### src/rtl/axi4s_pkg.sv
// rtl/axi4s_pkg.sv - shared FSM encoding and width helpers for the axi4s blocks
package axi4s_pkg;

    typedef enum logic [1:0] {
        ST_IDLE = 2'd0,
        ST_SEND = 2'd1,
        ST_GAP  = 2'd2
    } gen_state_t;

    // Byte-lane count for a given data bus width
    function automatic int strb_w(input int tdata_width);
        return tdata_width / 8;
    endfunction

endpackage

### src/rtl/axi4s_pkt_gen.sv
// rtl/axi4s_pkt_gen.sv - AXI4-stream master packet generator with incrementing payload
module axi4s_pkt_gen
    import axi4s_pkg::*;
#(
    parameter int TDATA_WIDTH = 32,
    parameter int TID_WIDTH   = 1,
    parameter int TDEST_WIDTH = 4,
    parameter int TUSER_WIDTH = 4,
    parameter int LEN_WIDTH   = 16
) (
    input  logic                        axi4s_aclk,
    input  logic                        axi4s_areset,
    input  logic                        cfg_start,
    input  logic                        cfg_stop,
    input  logic [LEN_WIDTH-1:0]        cfg_pkt_len,
    input  logic [LEN_WIDTH-1:0]        cfg_pkt_num,
    input  logic [LEN_WIDTH-1:0]        cfg_gap,
    input  logic [TDATA_WIDTH-1:0]      cfg_seed,
    input  logic [TID_WIDTH-1:0]        cfg_tid,
    input  logic [TDEST_WIDTH-1:0]      cfg_tdest,
    input  logic [TUSER_WIDTH-1:0]      cfg_tuser,
    output logic                        axi4s_tvalid,
    input  logic                        axi4s_tready,
    output logic [TDATA_WIDTH-1:0]      axi4s_tdata,
    output logic [TDATA_WIDTH/8-1:0]    axi4s_tstrb,
    output logic [TDATA_WIDTH/8-1:0]    axi4s_tkeep,
    output logic                        axi4s_tlast,
    output logic [TID_WIDTH-1:0]        axi4s_tid,
    output logic [TDEST_WIDTH-1:0]      axi4s_tdest,
    output logic [TUSER_WIDTH-1:0]      axi4s_tuser,
    output logic                        busy,
    output logic                        done,
    output logic [31:0]                 beat_cnt,
    output logic [31:0]                 pkt_cnt
);

    localparam int                 STRB_W = strb_w(TDATA_WIDTH);
    localparam logic [LEN_WIDTH-1:0] ONE  = LEN_WIDTH'(1);

    gen_state_t state_q, state_d;

    logic                   tvalid_q, tvalid_d;
    logic                   tlast_q, tlast_d;
    logic [TDATA_WIDTH-1:0] tdata_q, tdata_d;
    logic [STRB_W-1:0]      keep_q, keep_d;
    logic [TID_WIDTH-1:0]   tid_q, tid_d;
    logic [TDEST_WIDTH-1:0] tdest_q, tdest_d;
    logic [TUSER_WIDTH-1:0] tuser_q, tuser_d;
    logic [LEN_WIDTH-1:0]   len_q, len_d;
    logic [LEN_WIDTH-1:0]   num_q, num_d;
    logic [LEN_WIDTH-1:0]   gap_q, gap_d;
    logic [LEN_WIDTH-1:0]   beat_idx_q, beat_idx_d;
    logic [LEN_WIDTH-1:0]   pkt_idx_q, pkt_idx_d;
    logic [LEN_WIDTH-1:0]   gap_cnt_q, gap_cnt_d;
    logic                   stop_q, stop_d;
    logic                   busy_q, busy_d;
    logic                   done_q, done_d;
    logic [31:0]            beat_cnt_q, beat_cnt_d;
    logic [31:0]            pkt_cnt_q, pkt_cnt_d;

    logic                   hs;
    logic                   stop_eff;
    logic                   start_ok;
    logic                   run_end;
    logic [LEN_WIDTH-1:0]   len_eff;

    assign hs       = tvalid_q & axi4s_tready;
    assign stop_eff = stop_q | cfg_stop;
    // The done cycle is still treated as busy for start purposes
    assign start_ok = cfg_start & ~done_q;
    assign run_end  = stop_eff | ((num_q != '0) && (pkt_idx_q == num_q - ONE));
    assign len_eff  = (cfg_pkt_len == '0) ? ONE : cfg_pkt_len;

    // State register
    always_ff @(posedge axi4s_aclk) begin
        if (axi4s_areset) state_q <= ST_IDLE;
        else              state_q <= state_d;
    end

    // Next-state: run starts on accepted start, ends only at a packet boundary or in a gap
    always_comb begin
        state_d = state_q;
        case (state_q)
            ST_IDLE: if (start_ok) state_d = ST_SEND;
            ST_SEND: begin
                if (hs && tlast_q) begin
                    if (run_end)           state_d = ST_IDLE;
                    else if (gap_q != '0)  state_d = ST_GAP;
                end
            end
            ST_GAP: begin
                if (stop_eff)              state_d = ST_IDLE;
                else if (gap_cnt_q <= ONE) state_d = ST_SEND;
            end
            default: state_d = ST_IDLE;
        endcase
    end

    // Output/datapath: payload only advances on a handshake so the bus holds across stalls
    always_comb begin
        tvalid_d   = tvalid_q;
        tlast_d    = tlast_q;
        tdata_d    = tdata_q;
        keep_d     = '1;
        tid_d      = tid_q;
        tdest_d    = tdest_q;
        tuser_d    = tuser_q;
        len_d      = len_q;
        num_d      = num_q;
        gap_d      = gap_q;
        beat_idx_d = beat_idx_q;
        pkt_idx_d  = pkt_idx_q;
        gap_cnt_d  = gap_cnt_q;
        stop_d     = stop_q;
        busy_d     = busy_q;
        done_d     = 1'b0;
        beat_cnt_d = beat_cnt_q;
        pkt_cnt_d  = pkt_cnt_q;
        case (state_q)
            ST_IDLE: begin
                if (start_ok) begin
                    len_d      = len_eff;
                    num_d      = cfg_pkt_num;
                    gap_d      = cfg_gap;
                    tid_d      = cfg_tid;
                    tdest_d    = cfg_tdest;
                    tuser_d    = cfg_tuser;
                    tdata_d    = cfg_seed;
                    tvalid_d   = 1'b1;
                    tlast_d    = (len_eff == ONE);
                    beat_idx_d = '0;
                    pkt_idx_d  = '0;
                    beat_cnt_d = '0;
                    pkt_cnt_d  = '0;
                    stop_d     = 1'b0;
                    busy_d     = 1'b1;
                end
            end
            ST_SEND: begin
                stop_d = stop_eff;
                if (hs) begin
                    beat_cnt_d = beat_cnt_q + 32'd1;
                    tdata_d    = tdata_q + TDATA_WIDTH'(1);
                    if (tlast_q) begin
                        pkt_cnt_d  = pkt_cnt_q + 32'd1;
                        pkt_idx_d  = pkt_idx_q + ONE;
                        beat_idx_d = '0;
                        if (run_end) begin
                            tvalid_d = 1'b0;
                            tlast_d  = 1'b0;
                            busy_d   = 1'b0;
                            done_d   = 1'b1;
                            stop_d   = 1'b0;
                        end else if (gap_q != '0) begin
                            tvalid_d  = 1'b0;
                            tlast_d   = 1'b0;
                            gap_cnt_d = gap_q;
                        end else begin
                            tvalid_d = 1'b1;
                            tlast_d  = (len_q == ONE);
                        end
                    end else begin
                        beat_idx_d = beat_idx_q + ONE;
                        tlast_d    = (beat_idx_q + ONE == len_q - ONE);
                    end
                end
            end
            ST_GAP: begin
                if (stop_eff) begin
                    busy_d = 1'b0;
                    done_d = 1'b1;
                    stop_d = 1'b0;
                end else if (gap_cnt_q <= ONE) begin
                    tvalid_d = 1'b1;
                    tlast_d  = (len_q == ONE);
                end else begin
                    gap_cnt_d = gap_cnt_q - ONE;
                end
            end
            default: ;
        endcase
    end

    // Datapath registers; reset clears every output including tstrb/tkeep
    always_ff @(posedge axi4s_aclk) begin
        if (axi4s_areset) begin
            tvalid_q   <= 1'b0;
            tlast_q    <= 1'b0;
            tdata_q    <= '0;
            keep_q     <= '0;
            tid_q      <= '0;
            tdest_q    <= '0;
            tuser_q    <= '0;
            len_q      <= '0;
            num_q      <= '0;
            gap_q      <= '0;
            beat_idx_q <= '0;
            pkt_idx_q  <= '0;
            gap_cnt_q  <= '0;
            stop_q     <= 1'b0;
            busy_q     <= 1'b0;
            done_q     <= 1'b0;
            beat_cnt_q <= '0;
            pkt_cnt_q  <= '0;
        end else begin
            tvalid_q   <= tvalid_d;
            tlast_q    <= tlast_d;
            tdata_q    <= tdata_d;
            keep_q     <= keep_d;
            tid_q      <= tid_d;
            tdest_q    <= tdest_d;
            tuser_q    <= tuser_d;
            len_q      <= len_d;
            num_q      <= num_d;
            gap_q      <= gap_d;
            beat_idx_q <= beat_idx_d;
            pkt_idx_q  <= pkt_idx_d;
            gap_cnt_q  <= gap_cnt_d;
            stop_q     <= stop_d;
            busy_q     <= busy_d;
            done_q     <= done_d;
            beat_cnt_q <= beat_cnt_d;
            pkt_cnt_q  <= pkt_cnt_d;
        end
    end

    assign axi4s_tvalid = tvalid_q;
    assign axi4s_tlast  = tlast_q;
    assign axi4s_tdata  = tdata_q;
    assign axi4s_tstrb  = keep_q;
    assign axi4s_tkeep  = keep_q;
    assign axi4s_tid    = tid_q;
    assign axi4s_tdest  = tdest_q;
    assign axi4s_tuser  = tuser_q;
    assign busy         = busy_q;
    assign done         = done_q;
    assign beat_cnt     = beat_cnt_q;
    assign pkt_cnt      = pkt_cnt_q;

endmodule

### config.mk
export PLATFORM = sky130hd
export DESIGN_NAME = axi4s_pkt_gen
export DESIGN_NICKNAME = d
export VERILOG_FILES = /design/src/rtl/axi4s_pkg.sv /design/src/rtl/axi4s_pkt_gen.sv
export SDC_FILE = /design/constraint.sdc
export NUM_CORES = 1
export LEC_CHECK = 0
export ABC_CLOCK_PERIOD_IN_PS = 2800
export CORE_AREA = 2 2 216 154
export DETAILED_ROUTE_END_ITERATION = 8
export DIE_AREA = 0 0 218 156
export GPL_TIMING_DRIVEN = 0
export PLACE_DENSITY = 0.6
export SYNTH_ARGS = -nofsm -noshare
export SYNTH_HDL_FRONTEND = slang
export SYNTH_SLANG_ARGS = --single-unit
### constraint.sdc
create_clock -name axi4s_aclk -period 2.8 [get_ports axi4s_aclk]
set_input_delay 0.7 -clock axi4s_aclk [delete_from_list [all_inputs] [get_ports axi4s_aclk]]
set_output_delay 0.7 -clock axi4s_aclk [all_outputs]
set_load 0.01 [all_outputs]
==> impl_metrics.yaml <==
grt:
  gr-usage-all-layers_pct: 21.9
  grt.overflow.total: 0
  grt_pass1_wl_mm: 59.6
  antenna_found_initial: 1
  first_global_vias: 10543
  grt_max_degree: 13
setup_path:
  worstPathCellList: "or4_4 -> buf_4 -> or3_4 -> mux2_4 -> a31oi_4 -> nor3_4 -> a211o_1 -> buf_6 -> a221o_1 -> a32o_1"
  cp.arrival_ns: 3.58
  r2r_slack_ns: -0.35
  end_kind: "flip-flop"
  crit_path_start_kind: "flip-flop"
  worstSetupStartpoint: "num_q[0]"
  worst-endpoint-required_ns: 3.23
  max_stage_delay_ns: 0.58
  reg2reg_to: "gap_cnt_q[10]"
  crit_fanout: 6
  crit_type: "reg2reg"
  crit_end: "gap_cnt_q[10]"
  r2r-start: "num_q[0]"
  r2r_cells: 10
  slowest_stage: "or4_4"
clock_tree:
  clock_latency_ns: 0.55
  htreeDepth: 1
  root_buffer: "clkbuf_16"
  cts.sinks: 209
  path_clk_slew_ns: 0.07
  hold_buffers: 0
  tritoncts: "built"
  cts_buffers: 25
  clk_path_buf_depth: 3
finish:
  final_cell_mix: "nand2_1 (213), clkdlybuf4s50_1 (210), dfxtp_1 (205)"
  synthToLayoutAreaGrowth_pct: 36.8
  postLayoutCellArea_sq_um: 15100
  layout_commonest_cell: "nand2_1"
  multi_input_area_sq_um: 6750
  drive_above_1_share_pct: 9.17
  regArea_sq_um: 4190
  fill_cells: 3241
  nets: 1793
yosys:
  yosys-top-cells-area: "dfxtp_1 (38%), nand2_1 (7.3%), a21oi_1 (6.1%)"
  synth_top_area_share_pct: 37.9
  synth_edf_count: 0
  ys_seq_elements: 209
  synth_cell_types: 71
  syn_area_sq_um: 11000
  yosys_most_used_dff: "dfxtp_1"
  yosysTopAreaCell: "dfxtp_1"
  synth-seq-area-share_pct: 37.9
  synth_area_per_cell_sq_um: 7.74
  syn_nets: 1536
  postSynthCellCount: 1428
  synth_warnings: 0
  synthArstFlopShare_pct: 0
die:
  num_rows: 55
  coreArea_sq_um: 31900
  die_width_um: 218
  num_io_pins: 211
  die_h_um: 156
  start_util_pct: 34.6
  die-area_sq_um: 34000
place:
  place_area_sq_um: 13700
  port_buffers: 210
  dp_hpwl_mm: 28.6
  gp_congestion: 0.941
outcome:
  violations: "negative setup slack"
  outcome: "finished with violations"
drt:
  detail-route-antenna-nets: 0
  wl_mm: 38.9
  dr.pass1.iters: 5
  vias: 11592
  drc: 0
  vias_per_cell: 5.44
  drt_iter0_drc: 1049
  wl_per_cell_um: 18.3
sta:
  slew_headroom_pct: 43.1
  layout_setup_ws_ns: -0.348
  hold_violations: 0
  tightest_slew_ns: 0.853
  hold_slack_ns: 0.453
  fin_skew_ns: 0.0176
  finalMaxSlewViolations: 0
  min_period_ns: 3.15
  fin_crit_sh_pct: 112
  fmax_mhz: 318
  fin_tns_setup_ns: -5.13
  rsz0062_at_grt: "true"
  setup-violations-final: 19
run:
  drv_cap: 0
power_and_ir_drop:
  leakagePower_nw: 5.27
  max-vdd-ir-drop_mv: 0.397
  powerDensity_nw_per_um2: 793
worst_hold_path:
  hold_class: "reg2reg"
==> routing by layer <==
metal	track usage (%)	share of wire, %	routed length [um]
met1	31.9	48	18600
met2	32.3	42	16400
met3	4.23	7.3	2860
met4	6.77	2.7	1030
met5	0	0	0
==> cell type report <==
type                       instances  area share [%]
antenna                            1          0.0166
buffer                            80            2.48
clock buffer                      34            4.76
sequential                       209            27.7
timing repair buffer             233            15.3
inverter                          24           0.596
multi-input combinational       1112            44.7
tap                              427            3.53
clock inverter                    10           0.919
==> worst min-delay path by stage <==
| stage | depth (start not counted) | from | slack [ns] | to |
|---|---|---|---|---|
| 6_report | 2 | axi4s_tdest[3] | 0.45 | axi4s_tdest[3] |
| 5_1_grt | 2 | axi4s_tuser[2] | 0.48 | axi4s_tuser[2] |
| 4_1_cts | 2 | axi4s_tdest[1] | 0.45 | axi4s_tdest[1] |
| 3_5_place_dp | 2 | axi4s_tdest[1] | 0.45 | axi4s_tdest[1] |
| 3_3_place_gp | 2 | axi4s_tdest[1] | 0.44 | axi4s_tdest[1] |
| 2_1_floorplan | 2 | gap_q[8] | 0.44 | gap_q[8] |
==> where the power goes <==
part	total, mW	switching (mW)	internal [mW]	leakage [nW]
combinational	4.71	2.78	1.93	3.15
clock	3.43	1.35	2.07	0.422
sequential	3.85	0.491	3.36	1.70
==> cells by family after synthesis <==
kind of cell,count (synthesis),synth area share (%)
fa+ha+maj,14,1.59
buf+inv,108,4.13
flops,209,37.9
xor+xnor,132,10.5
mux,10,0.963
compound gates,295,16.6
simple gates,660,28.4
==> critical path: cells and delay by family (launching register included) <==
family | cells | cell delay (ns)
buf+inv | 2 | 0.32
mux | 1 | 0.32
flops | 1 | 0.35
compound gates | 4 | 1.03
simple gates | 3 | 1.01
==> metrics by stage <==
stage	util, %	cells	power [mW]	setup slack (ns)
after CTS	46.7	2121	11.8	-0.282
after global routing	47.3	2130	12.6	-0.425
after global placement	43.0	2065	8.06	-0.783
after floorplan	-	1428	6.47	-0.119
after detailed placement	43.0	2065	8.11	-0.834
final	47.3	2130	12.0	-0.348
==> synthesized netlist by cell type, drive strengths merged, types with 26 or more instances <==
| library cell | instances |
|---|---|
| xor2 | 67 |
| a21oi | 135 |
| nand2 | 214 |
| clkbuf | 63 |
| nor3 | 51 |
| dfxtp | 209 |
| nand3 | 61 |
| nor2 | 165 |
| and3 | 26 |
| o21ai | 53 |
| xnor2 | 65 |
| nor4 | 26 |
==> state kept, by name, summed over array words and instances (netlist names), 2 cells and up <==
signal       count
num_q           16
axi4s_tdest      4
beat_idx_q      16
gap_cnt_q       16
len_q           16
pkt_cnt         32
beat_cnt        32
state_q          2
axi4s_tuser      4
gap_q           16
axi4s_tdata     32
pkt_idx_q       16
==> repair_timing <==
action,in CTS,in global routing
resized for setup,52,45
pin swaps,26,11
buffers inserted,11,10
gates cloned,3,0
endpoints found under the setup margin,83,139
Power figures use the tool's default switching activity.
